`config.mk`:
```
export PLATFORM = sky130hd
export DESIGN_NAME = pipeline_ctrl
export DESIGN_NICKNAME = d
export VERILOG_FILES = /design/src/rtl/pipeline_ctrl_pkg.sv /design/src/rtl/pipeline_ctrl_perf.sv /design/src/rtl/pipeline_ctrl.sv
export SDC_FILE = /design/constraint.sdc
export NUM_CORES = 1
export LEC_CHECK = 0
export CELL_PAD_IN_SITES_DETAIL_PLACEMENT = 1
export CELL_PAD_IN_SITES_GLOBAL_PLACEMENT = 2
export CORE_MARGIN = 4
export CORE_UTILIZATION = 19
export DETAILED_ROUTE_END_ITERATION = 12
export GPL_ROUTABILITY_DRIVEN = 0
export GPL_TIMING_DRIVEN = 0
export PLACE_DENSITY_LB_ADDON = 0.1
export SYNTH_ARGS = -nofsm -noshare
export SYNTH_HDL_FRONTEND = slang
export SYNTH_SLANG_ARGS = --single-unit
```
`constraint.sdc`:
```
create_clock -name clk_i -period 1.75 [get_ports clk_i]
set_input_delay 0.2625 -clock clk_i [delete_from_list [all_inputs] [get_ports clk_i]]
set_output_delay 0.2625 -clock clk_i [all_outputs]
set_load 0.02 [all_outputs]
```
`src/rtl/pipeline_ctrl_pkg.sv`:
```
// pipeline_ctrl_pkg: state encoding, default drain length and stall/flush patterns for pipeline_ctrl
package pipeline_ctrl_pkg;

    localparam int STATE_W = 2;

    localparam logic [STATE_W-1:0] ST_RUN      = 2'd0;
    localparam logic [STATE_W-1:0] ST_DRAIN    = 2'd1;
    localparam logic [STATE_W-1:0] ST_REDIRECT = 2'd2;
    localparam logic [STATE_W-1:0] ST_HALT     = 2'd3;

    localparam int unsigned DEFAULT_DRAIN_CYCLES = 3;

    // One bundle of the five per-stage strobes, MSB first
    typedef struct packed {
        logic fStall;
        logic dStall;
        logic eStall;
        logic dFlush;
        logic eFlush;
    } ctrlT;

    localparam ctrlT C_NONE  = 5'b00000;
    localparam ctrlT C_BUSY  = 5'b11100;  // freeze everything behind a busy stage
    localparam ctrlT C_TRAP  = 5'b10011;  // kill FD/DE, hold PC while entering drain/halt
    localparam ctrlT C_KILL  = 5'b00011;  // kill FD/DE, fetch continues from new PC
    localparam ctrlT C_HOLD  = 5'b11001;  // hold front end, feed bubbles into execute
    localparam ctrlT C_PRED  = 5'b00010;  // discard wrong-path FD only
    localparam ctrlT C_RESET = 5'b11111;

endpackage

```
`src/rtl/pipeline_ctrl_perf.sv`:
```
// pipeline_ctrl_perf: stall-cycle, mispredict-flush and completed-drain counters (PIPE_CTRL_PERF_CNT_EN only)
module pipeline_ctrl_perf (
    input  logic        clk_i,
    input  logic        reset_i,
    input  logic        stallInc,
    input  logic        flushInc,
    input  logic        drainInc,
    output logic [31:0] stallCycles_o,
    output logic [31:0] flushEvents_o,
    output logic [15:0] drainCount_o
);

    // Free-running event counters, wrapping at their maximum
    always_ff @(posedge clk_i) begin
        if (!reset_i) begin
            stallCycles_o <= '0;
            flushEvents_o <= '0;
            drainCount_o  <= '0;
        end else begin
            stallCycles_o <= stallCycles_o + 32'(stallInc);
            flushEvents_o <= flushEvents_o + 32'(flushInc);
            drainCount_o  <= drainCount_o + 16'(drainInc);
        end
    end

endmodule

```
`src/rtl/pipeline_ctrl.sv`:
```
// pipeline_ctrl: hazard/flush priority encoder plus drain/halt FSM; PIPE_CTRL_PERF_CNT_EN adds perf counters
module pipeline_ctrl
    import pipeline_ctrl_pkg::*;
#(
    parameter int unsigned DRAIN_CYCLES   = DEFAULT_DRAIN_CYCLES,
    parameter bit          HALT_ON_EBREAK = 1'b1
) (
    input  logic               clk_i,
    input  logic               reset_i,
    input  logic               dataHazard_i,
    input  logic               D_predictPC_i,
    input  logic               E_correctPC_i,
    input  logic               E_busy_i,
    input  logic               M_busy_i,
    input  logic               E_drainReq_i,
    input  logic               E_isEBREAK_i,
    input  logic               resume_i,
    output logic               F_stall_o,
    output logic               D_stall_o,
    output logic               E_stall_o,
    output logic               D_flush_o,
    output logic               E_flush_o,
    output logic               halted_o,
    output logic               drainDone_o,
    output logic [STATE_W-1:0] state_o
`ifdef PIPE_CTRL_PERF_CNT_EN
    ,
    output logic [31:0]        stallCycles_o,
    output logic [31:0]        flushEvents_o,
    output logic [15:0]        drainCount_o
`endif
);

    // A zero-length drain still needs a 1-bit counter so the exit test stays legal
    localparam int               CNT_W    = (DRAIN_CYCLES > 0) ? $clog2(DRAIN_CYCLES + 1) : 1;
    localparam logic [CNT_W-1:0] CNT_INIT = CNT_W'(DRAIN_CYCLES);

    logic [STATE_W-1:0] state, nextState;
    logic [CNT_W-1:0]   drainCnt, nextCnt;
    ctrlT               ctrl;
    logic               drainDone;

    // Fixed-priority request merge in RUN and per-state strobes elsewhere
    always_comb begin
        ctrl      = C_NONE;
        nextState = state;
        nextCnt   = drainCnt;
        drainDone = 1'b0;
        case (state)
            ST_RUN: begin
                if (M_busy_i || E_busy_i) begin
                    ctrl = C_BUSY;
                end else if (E_isEBREAK_i && HALT_ON_EBREAK) begin
                    ctrl      = C_TRAP;
                    nextState = ST_HALT;
                end else if (E_drainReq_i) begin
                    ctrl      = C_TRAP;
                    nextState = ST_DRAIN;
                    nextCnt   = CNT_INIT;
                end else if (E_correctPC_i) begin
                    ctrl = C_KILL;
                end else if (dataHazard_i) begin
                    ctrl = C_HOLD;
                end else if (D_predictPC_i) begin
                    ctrl = C_PRED;
                end
            end
            ST_DRAIN: begin
                ctrl = C_HOLD;
                if (!M_busy_i) begin
                    drainDone = drainCnt <= CNT_W'(1);
                    nextState = drainDone ? ST_REDIRECT : ST_DRAIN;
                    nextCnt   = drainDone ? '0 : drainCnt - CNT_W'(1);
                end
            end
            ST_REDIRECT: begin
                ctrl      = C_KILL;
                nextState = ST_RUN;
            end
            default: begin
                ctrl      = C_HOLD;
                nextState = resume_i ? ST_REDIRECT : ST_HALT;
            end
        endcase
    end

    // State and drain counter; reset aborts any drain or halt back to RUN
    always_ff @(posedge clk_i) begin
        if (!reset_i) begin
            state    <= ST_RUN;
            drainCnt <= '0;
        end else begin
            state    <= nextState;
            drainCnt <= nextCnt;
        end
    end

    assign {F_stall_o, D_stall_o, E_stall_o, D_flush_o, E_flush_o} = reset_i ? ctrl : C_RESET;
    assign halted_o    = reset_i && state == ST_HALT;
    assign drainDone_o = reset_i && drainDone;
    assign state_o     = state;

`ifdef PIPE_CTRL_PERF_CNT_EN
    pipeline_ctrl_perf uPerf (
        .clk_i         (clk_i),
        .reset_i       (reset_i),
        .stallInc      (reset_i && state == ST_RUN && ctrl.fStall),
        .flushInc      (reset_i && state == ST_RUN && ctrl == C_KILL),
        .drainInc      (drainDone_o),
        .stallCycles_o (stallCycles_o),
        .flushEvents_o (flushEvents_o),
        .drainCount_o  (drainCount_o)
    );
`endif

endmodule

```
# After elaboration in Yosys (flattened, before gate mapping)
# Index checks and enable logic that the tools add are counted.
# totals
latch_bits,0
rom_bits,0
mem_count,0
out_inout_bits,9
ram_bits,0
regBits,4
wordCells,42
input_bits,10
# classes
mux,23
magnitude_cmp,1
div_mod_pow,0
eq_ne,8
n_shift,0
add_sub_neg,1
n_reduce_logical,7
multipliers,0
bitwise,0
# op_table
cell,count
5-bit two-way mux,6
2-bit two-way mux,11
5-bit case mux with 2 select lines,1
"2-bit != test, second input constant",4
2-bit case mux with 3 select lines,1
5-bit AND reduction,1
"2-bit == test, second input constant",2
2-bit case mux with 2 select lines,1
1-bit two-way mux,3
"3-bit != test, second input constant",1
3-bit AND reduction,1
"2-bit by 1-bit == test with 1-bit output, second input constant",1
"2-bit by 1-bit less-or-equal comparator with 1-bit output, second input constant",1
1-bit logical AND,2
2-bit zero test,1
2-bit nonzero test,1
"2-bit by 1-bit subtractor with 2-bit output, second input constant",1
1-bit logical OR,1

# Longest topological paths before layout
# Gate-level depths: netlist (run 1).
# logic_depth
depth_word,8
depth_mapped,4
depth_no_buf,3

# Worst setup path after synthesis (run 1)
# OpenSTA, ideal clock, no wires.
# synth_path
path_kind,flip-flop to output port
from,reg state[0] (netlist: state_o[0])
to,out D_flush_o
path_slack_ns,0.279
arrival_ns,1.209
n_path_buf,1
stages_incl_launch_ff,3
required_time_ns,1.487
cell_sequence,dfxtp_1 buf_2 o311ai_1
# synth_via
elab_chain_cells,3
word_cells_on_any_way,4
classes_between,eq/ne (1); mux (2); reduce/logical (1)
# synth_rtl
item,line,text
start: declaration,pipeline_ctrl.sv:38,"logic [STATE_W-1:0] state, nextState;"
start signal: assignment,pipeline_ctrl.sv:93,state <= nextState;
2-bit == test / 2-bit zero test (equally long branches),pipeline_ctrl.sv:49,case (state)
5-bit case mux with 2 select lines (*),pipeline_ctrl.sv:49,
5-bit two-way mux (*),pipeline_ctrl.sv:98,"assign {F_stall_o, D_stall_o, E_stall_o, D_flush_o, E_flush_o} = reset_i ? ctrl : C_RESET;"
end: declaration,pipeline_ctrl.sv:21,"output logic D_flush_o,"
# Every way passes the cells marked *; elsewhere a longest branch is shown, timed or not.

# Worst setup path in the final report (run 1)
# layout_path
from,in reset_i
to,out halted_o
# layout_via
elab_chain_cells,1
# layout_rtl
item,line,text
start: declaration,pipeline_ctrl.sv:9,"input logic reset_i,"
1-bit logical AND,pipeline_ctrl.sv:99,assign halted_o = reset_i && state == ST_HALT;
end: declaration,pipeline_ctrl.sv:23,"output logic halted_o,"
# No other way between the ends.

==> impl_table.tex, run 1 <==
\begin{tabular}{lr}
\hline
Metric & Value \\
\hline
\multicolumn{2}{l}{\textbf{Run status}} \\
\quad Run status & complete, no violations \\
\multicolumn{2}{l}{\textbf{Synthesis}} \\
\quad Sequential fraction of the synthesis area & about 23\% \\
\quad Simple-gate portion of the synthesized area & 41.7\% \\
\quad Yosys top cell area share & 22.6\% \\
\quad Fraction of the mapped netlist area in adder cells & 0\% \\
\quad Count of state elements after synthesis & 4 \\
\quad Largest family of logic cells by synthesized area & simple AND/OR/NAND/NOR gates \\
\quad XOR/XNOR Fraction of Synth Area & 0\% \\
\quad Multiplexer share of the synthesized area & 0\% \\
\quad Synthesized netlist net count & 61 \\
\quad Leading area contributor after synthesis & sky130\_fd\_sc\_hd\_\_dfxtp\_1 \\
\quad Synthesis Warnings & 0 \\
\quad Post-synthesis compound-gate area fraction & 29.3\% \\
\quad Ranking of synthesized cells by area & sky130\_fd\_sc\_hd\_\_dfxtp\_1 (23\%), sky130\_fd\_sc\_hd\_\_o21ai\_0 (8.5\%), sky130\_fd\_sc\_hd\_\_nand2\_1 (7.4\%), sky130\_fd\_sc\_hd\_\_nor2\_1 (6.4\%), sky130\_fd\_sc\_hd\_\_buf\_2 (4.2\%) \\
\quad Cell area after synthesis & between 300 and 400 µm² \\
\quad Post-Syn Instances & 51 \\
\quad Distinct cell type count of the synthesized netlist & 27 \\
\quad Avg Cell Area, Syn & 6.94 µm² \\
\multicolumn{2}{l}{\textbf{Clock tree}} \\
\quad Clk\_lat worst skew & around 240 ps \\
\quad Clk Tree Root Cell & sky130\_fd\_sc\_hd\_\_clkbuf\_4 \\
\quad TritonCTS clock tree & yes \\
\quad Post-CTS clock slew at the launch and capture registers of the worst setup and hold paths & 30 ps \\
\quad H-tree depth reported by CTS & 1 \\
\quad TritonCTS buffer count & 3 \\
\quad Hold\_buf cts & 0 \\
\quad CTS sink cnt & 4 \\
\quad Bufs on Longest Clock Path & 2 \\
\multicolumn{2}{l}{\textbf{Flow run}} \\
\quad Number of max-cap violations & 0 \\
\multicolumn{2}{l}{\textbf{Cells and area}} \\
\quad Count of placed standard cells in the final layout, fillers left out & just under 100 \\
\quad N\_diodes & 0 \\
\quad Area Growth Syn to Fin & 65.4\% \\
\quad Area used by sequential logic in the layout & 80.1 µm² \\
\quad Proportion of layout cells with a drive suffix above 1 & 22.2\% \\
\quad Multi-input logic area & between 200 and 300 µm² \\
\quad Leading cell types in the layout, fill and taps excluded & sky130\_fd\_sc\_hd\_\_nand2\_1 (7), sky130\_fd\_sc\_hd\_\_nor2\_1 (6), sky130\_fd\_sc\_hd\_\_clkdlybuf4s50\_1 (6), sky130\_fd\_sc\_hd\_\_o21ai\_0 (5), sky130\_fd\_sc\_hd\_\_dlygate4sd2\_1 (5) \\
\quad Most common library cell in the layout ignoring fill and taps & sky130\_fd\_sc\_hd\_\_nand2\_1 \\
\quad Net count, final & between 80 and 90 \\
\quad Layout fillers & 225 \\
\quad Fin area & 586 µm² \\
\multicolumn{2}{l}{\textbf{Global route}} \\
\quad Global-route wire length before repair & about 2 mm \\
\quad Maximum number of pins on one net before global-route repair & 11 \\
\quad Antenna violations before repair & 0 \\
\quad Number of global-route vias before repair & 443 \\
\quad GRT Overall Usage & 10.7\% \\
\quad Global route overflow & 0 \\
\multicolumn{2}{l}{\textbf{Setup path}} \\
\quad Critical path's slowest cell & sky130\_fd\_sc\_hd\_\_clkdlybuf4s50\_1 \\
\quad Data required, critical path & 1490 ps \\
\quad CP Capture Type & primary output \\
\quad CP bufs+invs & 3 \\
\quad Family with the most delay on the worst path & buffers and inverters \\
\quad Length in cells of the worst reg-to-reg path & 4 \\
\quad WP depth & 4 \\
\quad Crit-path max FO & 10 \\
\quad Critical path launch point type & input port \\
\quad Max stage delay on crit path & 530 ps \\
\quad Crit Path Category & input port to primary output \\
\quad Chain of cells forming the critical path & clkdlybuf4s50\_1 > buf\_6 > and3\_1 > dlygate4sd2\_1 \\
\quad Arrival time worst endpoint & 1430 ps \\
\multicolumn{2}{l}{\textbf{Detailed routing}} \\
\quad Final routed DRC violation total & 0 \\
\quad Vias per std cell & 4.58 \\
\quad Routed Wire Length & 1.21 mm \\
\quad Post-detailed-route count of antenna-violating nets & 0 \\
\quad Via Count & 444 \\
\quad Detail-routed net length per standard cell & between 10 and 15 µm \\
\quad Length of the first detailed-routing pass in iterations & 4 \\
\quad Initial DRC Count & 10 \\
\multicolumn{2}{l}{\textbf{Power}} \\
\quad Peak supply drop & around 0.15 mV \\
\quad Leakage power total & 0.000249 µW \\
\quad Power density relative to cell area & roughly 580 nW/µm² \\
\multicolumn{2}{l}{\textbf{STA}} \\
\quad Fin crit period & between 1500 and 2000 ps \\
\quad Max\_slew headroom & 80.7\% \\
\quad Setup violation total in the final timing report & 0 \\
\quad Slew Limit Fails & 0 \\
\quad Top achievable clock speed & 591 MHz \\
\quad Hold violation count in the final report & 0 \\
\quad Max Clock Skew & 6.12 ps \\
\quad Post-route clock period utilization & between 90\% and 100\% \\
\quad Worst Max-Slew Pin Slew & 289 ps \\
\multicolumn{2}{l}{\textbf{Placed design}} \\
\quad Total placed cells including tap cells & 94 \\
\quad Placement-stage cell area & 566 µm² \\
\quad Number of buffers added on ports & 18 \\
\quad Estimated wirelength of the detail-placed design & about 890 µm \\
\multicolumn{2}{l}{\textbf{Floorplanning}} \\
\quad Chip Height & just over 50 µm \\
\quad Die width & 51.2 µm \\
\quad Cell row count & 15 \\
\quad Boundary pin count & 19 \\
\quad Effective utilization at floorplan & 20.3\% \\
\quad Area of the placeable core & 1750 µm² \\
\quad Total die area & 2620 µm² \\
\multicolumn{2}{l}{\textbf{Min path}} \\
\quad Worst Hold Path Cells & 2 \\
\quad Type of the tightest min-delay check & flip-flop to flip-flop \\
\hline
\end{tabular}
per-layer routing:
metal  share of wire [%]  up-vias  track usage, %
li1                    -      226               -
met1                  50      202            13.4
met2                  41       12            14.4
met3                 6.1        4            4.08
met4                 2.6        0            8.07
met5                   0        -               0
flip-flops by register name (all words and copies together) (netlist names):
name and count:
state_o 2, drainCnt 2
synthesized netlist by cell type:
library cell,instances
sky130_fd_sc_hd__o21a_1,1
sky130_fd_sc_hd__buf_2,3
sky130_fd_sc_hd__nand4b_1,1
sky130_fd_sc_hd__nor4_2,1
sky130_fd_sc_hd__nor2_1,6
sky130_fd_sc_hd__o21ai_2,1
sky130_fd_sc_hd__o211a_1,1
sky130_fd_sc_hd__or2_2,1
sky130_fd_sc_hd__nand2_1,7
sky130_fd_sc_hd__nand2b_1,1
sky130_fd_sc_hd__a21boi_1,1
sky130_fd_sc_hd__o22ai_1,1
sky130_fd_sc_hd__nor4b_1,1
sky130_fd_sc_hd__or3_1,1
sky130_fd_sc_hd__o311ai_1,1
sky130_fd_sc_hd__nor2b_1,1
sky130_fd_sc_hd__inv_1,2
sky130_fd_sc_hd__nor3b_1,2
sky130_fd_sc_hd__and2_1,1
sky130_fd_sc_hd__or3_4,1
sky130_fd_sc_hd__and3_1,1
sky130_fd_sc_hd__a31oi_1,1
sky130_fd_sc_hd__o21ai_0,6
sky130_fd_sc_hd__dfxtp_1,4
sky130_fd_sc_hd__a21oi_1,2
sky130_fd_sc_hd__nand3_1,1
sky130_fd_sc_hd__a22o_1,1
worst register-to-register path, stage by stage, from the launching register on:
cell,delay (ps)
sky130_fd_sc_hd__dfxtp_1,330
sky130_fd_sc_hd__buf_2,190
sky130_fd_sc_hd__nor4_2,320
sky130_fd_sc_hd__nand2_1,110
sky130_fd_sc_hd__a21boi_1,130
final timing paths:
kind | slack (ps) | startpoint | endpoint
hold reg to reg | 470 | drainCnt[0] | drainCnt[0]
setup / recovery | 60 | reset_i | halted_o
hold / removal | 470 | drainCnt[0] | drainCnt[0]
setup reg to reg | 610 | state_o[1] | state_o[1]
power by group:
part           internal (µW)  switching [µW]
clock                   76.7            38.7
sequential              96.9            5.48
combinational           56.7            64.8
metrics by stage:
stage	setup TNS, ps	util, %	total power, µW	hold slack [ps]	setup WS [ps]
floorplan	0	-	168	397	279
global placement	-3210	32.4	232	469	-614
detailed placement	-3150	32.4	231	470	-612
CTS	-193	33.3	343	478	-112
global route	-7.79	33.5	368	497	-7.79
finish	0	33.5	339	474	57.7
cell type report:
cell class / instances / area share (%)
multi-input cells: 42 / 44.0
repair buffers: 18 / 27.8
flip-flops and latches: 4 / 13.7
well taps: 25 / 5.34
plain buffers: 3 / 4.06
clock buffers: 3 / 3.85
inverters: 2 / 1.28
logic make-up (layout without fill, tap and decap cells):
group	count (synthesis)	count (layout)
and+or+nand+nor	26	26
AOI/OAI and AO/OA	16	16
buffers and inverters	5	26
DFF	4	4
timing repair:
action                                  CTS  global route
buffers inserted                          0             0
resized for setup                        23            12
endpoints found under the hold margin     0             0
pin swaps                                 0             3
endpoints found under the setup margin    7             5
No activity file was read; power rests on OpenSTA's default activity.
==> run 2, diff against run 1 <==
- CORE_UTILIZATION: 19 -> 18
- SLEW_MARGIN: default -> 10
- clock period: 1.75 -> 1.7 ns (I/O delays scaled with it)
==> run 2 against run 1 <==
Effect of this change: cell count stayed put; sequential cell count stayed put; largest power group unchanged; cell area is 2.8% lower; non-clock buffer count stayed put.
==> impl_table.tex, run 2 (synthesis results as in run 1) <==
\begin{tabular}{lr}
\hline
Metric & Value \\
\hline
\multicolumn{2}{l}{\textbf{Run status}} \\
\quad Run status & complete, no violations \\
\multicolumn{2}{l}{\textbf{Global route}} \\
\quad Antenna violations before repair & 0 \\
\quad Global route overflow & 0 \\
\quad Number of global-route vias before repair & 428 \\
\quad Global-route wire length before repair & around 2 mm \\
\quad GRT Overall Usage & 9.94\% \\
\quad Maximum number of pins on one net before global-route repair & 11 \\
\multicolumn{2}{l}{\textbf{Power}} \\
\quad Share of power burned in the clock network & between 30\% and 40\% \\
\quad Peak supply drop & 0.384 mV \\
\quad Internal power & between 200 and 250 µW \\
\quad Sequential cell fraction of total power & between 30\% and 40\% \\
\quad Leakage power total & 0.000237 µW \\
\quad Net switching share of the total power & 31.3\% \\
\quad Net switching power figure & 107 µW \\
\quad Power density relative to cell area & 601 nW/µm² \\
\quad Power share of the combinational group & 35.6\% \\
\multicolumn{2}{l}{\textbf{STA}} \\
\quad RSZ-0062 raised after global routing & false \\
\quad Fin crit period & 1650 ps \\
\quad Slew Limit Fails & 0 \\
\quad Post-route clock period utilization & slightly below 100\% \\
\quad Max Clock Skew & 1.04 ps \\
\quad Top achievable clock speed & between 600 and 700 MHz \\
\quad Max\_slew headroom & 81.6\% \\
\quad Hold violation count in the final report & 0 \\
\quad Final Hold Slack & 477 ps \\
\quad Setup violation total in the final timing report & 0 \\
\quad Worst Max-Slew Pin Slew & 272 ps \\
\multicolumn{2}{l}{\textbf{Clock tree}} \\
\quad Bufs on Longest Clock Path & 2 \\
\quad Post-CTS clock slew at the launch and capture registers of the worst setup and hold paths & 40 ps \\
\quad Clk Tree Root Cell & sky130\_fd\_sc\_hd\_\_clkbuf\_4 \\
\quad TritonCTS buffer count & 3 \\
\quad TritonCTS clock tree & yes \\
\quad CTS sink cnt & 4 \\
\quad Clk\_lat worst skew & between 200 and 250 ps \\
\quad Post-CTS setup buffer count & 0 \\
\quad Hold\_buf cts & 0 \\
\quad H-tree depth reported by CTS & 1 \\
\multicolumn{2}{l}{\textbf{Setup path}} \\
\quad Crit Path Category & input port to primary output \\
\quad Chain of cells forming the critical path & dlygate4sd2\_1 > or3\_4 > o21a\_1 > o21ai\_2 > buf\_6 \\
\quad CP bufs+invs & 2 \\
\quad Crit-path max FO & 5 \\
\quad Arrival time worst endpoint & 1400 ps \\
\quad Critical path's slowest cell & sky130\_fd\_sc\_hd\_\_or3\_4 \\
\quad Data required, critical path & 1440 ps \\
\quad Family with the most delay on the worst path & simple AND/OR/NAND/NOR gates \\
\quad Critical path launch point type & input port \\
\quad Max stage delay on crit path & 410 ps \\
\quad CP Capture Type & primary output \\
\multicolumn{2}{l}{\textbf{Floorplanning}} \\
\quad Area of the placeable core & 1800 µm² \\
\quad Boundary pin count & 19 \\
\quad Effective utilization at floorplan & 19.7\% \\
\quad Chip Height & around 52 µm \\
\quad Die width & around 52 µm \\
\quad Cell row count & 15 \\
\quad Total die area & 2740 µm² \\
\multicolumn{2}{l}{\textbf{Detailed routing}} \\
\quad Routed Wire Length & between 1 and 1.5 mm \\
\quad Vias per std cell & approximately 4.5 \\
\quad Final routed DRC violation total & 0 \\
\quad Initial DRC Count & 2 \\
\quad Detail-routed net length per standard cell & 12.3 µm \\
\quad Via Count & about 440 \\
\quad Length of the first detailed-routing pass in iterations & 2 \\
\quad Post-detailed-route count of antenna-violating nets & 0 \\
\multicolumn{2}{l}{\textbf{Cells and area}} \\
\quad Layout fillers & 237 \\
\quad Area Growth Syn to Fin & 60.8\% \\
\quad Finished Core Util & between 30\% and 40\% \\
\quad Most common library cell in the layout ignoring fill and taps & sky130\_fd\_sc\_hd\_\_nand2\_1 \\
\quad Leading cell types in the layout, fill and taps excluded & sky130\_fd\_sc\_hd\_\_nand2\_1 (7), sky130\_fd\_sc\_hd\_\_nor2\_1 (6), sky130\_fd\_sc\_hd\_\_o21ai\_0 (6), sky130\_fd\_sc\_hd\_\_clkdlybuf4s50\_1 (6), sky130\_fd\_sc\_hd\_\_dlygate4sd2\_1 (5) \\
\quad N\_diodes & 0 \\
\quad Count of placed standard cells in the final layout, fillers left out & between 90 and 100 \\
\quad Net count, final & 84 \\
\quad Fin area & 569 µm² \\
\quad Proportion of layout cells with a drive suffix above 1 & 23.6\% \\
\multicolumn{2}{l}{\textbf{Flow run}} \\
\quad Number of max-cap violations & 0 \\
\multicolumn{2}{l}{\textbf{Placed design}} \\
\quad Estimated wirelength of the detail-placed design & about 960 µm \\
\quad Total placed cells including tap cells & 94 \\
\quad Number of buffers added on ports & 18 \\
\quad Placement-stage cell area & 566 µm² \\
\multicolumn{2}{l}{\textbf{Min path}} \\
\quad Type of the tightest min-delay check & flip-flop to flip-flop \\
\hline
\end{tabular}
[run 2: cell count changes in the layout (fill, tap and decap cells not counted), sizes merged]
cell and change:
buf +2, clkdlybuf4s15 -1, dlymetal6s2s -1
[run 2: area by class of cell]
class / count / area, µm² / share of cell area (%)
Inverter: 2 / 7.51 / 1.32
Timing Repair Buffer: 18 / 150 / 26.4
Buffer: 3 / 23.8 / 4.18
Tap cell: 25 / 31.3 / 5.49
Multi-Input combinational cell: 42 / 254 / 44.6
Sequential cell: 4 / 80.1 / 14.1
Clock buffer: 3 / 22.5 / 3.96
[run 2: worst reg2reg max path, delay by kind of cell, from the launching register on]
family | cells | cell delay (ps)
AO/OA/AOI/OAI | 1 | 130
buffers and inverters | 1 | 190
AND/OR/NAND/NOR | 2 | 400
flip-flops | 1 | 320
[run 2: stage by stage]
| stage | power, µW | setup slack [ps] | setup TNS [ps] |
|---|---|---|---|
| floorplan | 173 | 236 | 0 |
| global placement | 239 | -688 | -3460 |
| detailed placement | 238 | -642 | -3320 |
| CTS | 353 | 29.8 | 0 |
| global route | 378 | 6.98 | 0 |
| finish | 342 | 48.7 | 0 |
[run 2: worst paths after layout]
path	from	end	slack, ps	cells after the start
worst max-delay path	E_isEBREAK_i	D_stall_o	50	5
worst min-delay path	drainCnt[0]	drainCnt[0]	480	2
worst max register to register	state_o[1]	state_o[1]	600	4
worst min register to register	drainCnt[0]	drainCnt[0]	480	2
[run 2: power groups by stage]
stage / logic [µW] / registers [µW] / clock network [µW]
floorplan: 63.1 / 109 / 0
global placement: 132 / 107 / 0
detailed placement: 131 / 107 / 0
CTS: 124 / 106 / 123
global route: 135 / 107 / 137
finish: 122 / 106 / 115
[run 2: routing by layer]
layer | part of all wire, % | global-route usage, %
met5 | 0 | 0
met3 | 6.3 | 5.13
met1 | 49 | 12.6
met2 | 45 | 15.3
met4 | 0 | 1.28
[run 2: repair_timing]
item	CTS	global route
setup endpoints to repair	7	3
endpoints found under the hold margin	0	0
resized for setup	32	5
pin swaps	1	0
==> patch: new RTL, settings of run 2 <==
Set the package constant `DEFAULT_DRAIN_CYCLES` to 6 (it was 3).
--- a/src/rtl/pipeline_ctrl_pkg.sv
+++ b/src/rtl/pipeline_ctrl_pkg.sv
@@ -8,7 +8,7 @@
     localparam logic [STATE_W-1:0] ST_REDIRECT = 2'd2;
     localparam logic [STATE_W-1:0] ST_HALT     = 2'd3;
 
-    localparam int unsigned DEFAULT_DRAIN_CYCLES = 3;
+    localparam int unsigned DEFAULT_DRAIN_CYCLES = 6;
 
     // One bundle of the five per-stage strobes, MSB first
     typedef struct packed {
Function: changed (a bounded check fails within 4 cycles, from zero or initial values and one cycle with reset_i low).
==> patch against run 2 <==
Sequential share of layout area rose by 0.34 points; die area grew 28%; clock skew increased by 0.0027 ns; register-to-register slack lost 0.29 ns; fmax increased by 0.11%; sequential power increased by 26%; cell area increased by 33%; setup slack gained 0.0018 ns; highest routed layer is now met4; total power is 27% higher; synthesized area is 33% higher; critical path depth did not move; sequential cell count is 1 higher; wire length up 26%.
==> patch: results (changes against run 2) <==
INFO  metric postSynthNetCount = 69 (was 61)
INFO  metric outcome = finished clean (unchanged)
INFO  metric drt_iter0_markers = 5 (was 2)
INFO  metric grt.met3_usage = 0.0131 (was 0.0513)
INFO  metric actual_transition_at_the_worst_max_transition_pin = 0.325 ns (was 0.272 ns)
INFO  metric grt_use_met2 = 0.142 (was 0.153)
INFO  metric num-fill-cells = 311 (was 237)
INFO  metric wire_per_inst = 13.6 um (was 12.3 um)
INFO  metric rrSetupSlack = 0.31 ns (was 0.60 ns)
INFO  metric route.final.wire_length = 1510 um (was 1190 um)
INFO  metric synthTopCellsByArea = sky130_fd_sc_hd__dfxtp_1, sky130_fd_sc_hd__a2111oi_4, sky130_fd_sc_hd__ha_1 (was sky130_fd_sc_hd__dfxtp_1, sky130_fd_sc_hd__o21ai_0, sky130_fd_sc_hd__nand2_1)
INFO  metric min_from = M_busy_i (was drainCnt[0])
INFO  metric yosysSeqAreaShare = 0.212 (was 0.226)
INFO  metric hold_class = in -> reg (was reg -> reg)
INFO  metric placed_instances = 105 (was 94)
INFO  metric rr_endpoint = state_o[0] (was state_o[1])
INFO  metric worst_skew_pair.late_latency = 0.25 ns (was 0.23 ns)
INFO  metric skew = 0.00371 ns (was 0.00104 ns)
INFO  metric power.net_switching = 0.000144 W (was 0.000107 W)
INFO  metric path_max_fanout = 4 (was 5)
INFO  metric synth_cell_type_count = 33 (was 27)
INFO  metric vias_in_the_first_global_route = 555 (was 428)
INFO  metric final_net_count = 94 (was 84)
INFO  metric vdd.ir_drop.worst = 0.000277 V (was 0.000384 V)
INFO  metric hold_crit_endpoint = drainCnt[2] (was drainCnt[0])
INFO  metric synthTopCellsByCount = sky130_fd_sc_hd__inv_1, sky130_fd_sc_hd__dfxtp_1, sky130_fd_sc_hd__o21ai_0 (was sky130_fd_sc_hd__nand2_1, sky130_fd_sc_hd__nor2_1, sky130_fd_sc_hd__o21ai_0)
==> patch: worst max-delay path by stage <==
stage	startpoint	to	slack [ns]	cells past startpoint
finish	drainCnt[1]	drainDone_o	0.05	5
global route	drainCnt[1]	drainDone_o	-0.02	5
CTS	E_correctPC_i	D_stall_o	-0.03	5
detailed placement	M_busy_i	drainDone_o	-0.73	4
global placement	E_isEBREAK_i	D_stall_o	-0.75	5
floorplan	state_o[0]	drainDone_o	0.02	2
==> patch: cells by family (layout without fill, tap and decap cells) <==
logic type | Yosys count | after routing | synth area share
compound gates | 21 | 21 | 0.387
simple gates | 21 | 21 | 0.284
buf+inv | 8 | 32 | 0.0637
flops | 5 | 5 | 0.212
fa+ha+maj | 2 | 2 | 0.0530
==> patch: timing repair <==
| item | CTS | global route |
|---|---|---|
| gates resized for setup | 46 | 14 |
| pin swaps | 0 | 1 |
| buffers inserted | 1 | 1 |
| endpoints found under the hold margin | 0 | 0 |
| setup endpoints to repair | 7 | 7 |
==> patch: critical path, cell delays in order, from the launching register on <==
cell and delay [ns]:
sky130_fd_sc_hd__dfxtp_2 0.34, sky130_fd_sc_hd__inv_2 0.06, sky130_fd_sc_hd__ha_2 0.16, sky130_fd_sc_hd__o21ba_4 0.17, sky130_fd_sc_hd__nor4b_4 0.24, sky130_fd_sc_hd__buf_4 0.17
==> patch: layer usage <==
metal | vias up | part of all wire
li1 | 264 | -
met1 | 239 | 0.51
met2 | 13 | 0.43
met3 | 4 | 0.027
met4 | 0 | 0.031
met5 | - | 0
==> patch: stage by stage <==
step                       util  hold slack [ns]  cell area, um2  setup WS, ns
after global placement    0.281            0.550             696        -0.755
after CTS                 0.300            0.561             743       -0.0273
after detailed placement  0.281            0.552             696        -0.730
after global routing      0.305            0.394             756       -0.0167
after floorplan               -            0.396             478        0.0154
final                     0.305            0.385             756        0.0505
==> patch: area by class of cell <==
cell class	count	share of cell area
multi-input cells	44	0.495
repair buffers	20	0.227
flip-flops and latches	5	0.144
well taps	30	0.0497
clock buffers	4	0.0348
inverters	6	0.0298
plain buffers	2	0.0199
==> patch: power by group through the flow <==
stage	clock (W)	combinational, W	sequential (W)
after floorplan	0	0.0000807	0.000139
after global placement	0	0.000152	0.000138
after detailed placement	0	0.000150	0.000138
after CTS	0.000146	0.000150	0.000137
after global routing	0.000158	0.000172	0.000136
final	0.000142	0.000157	0.000134
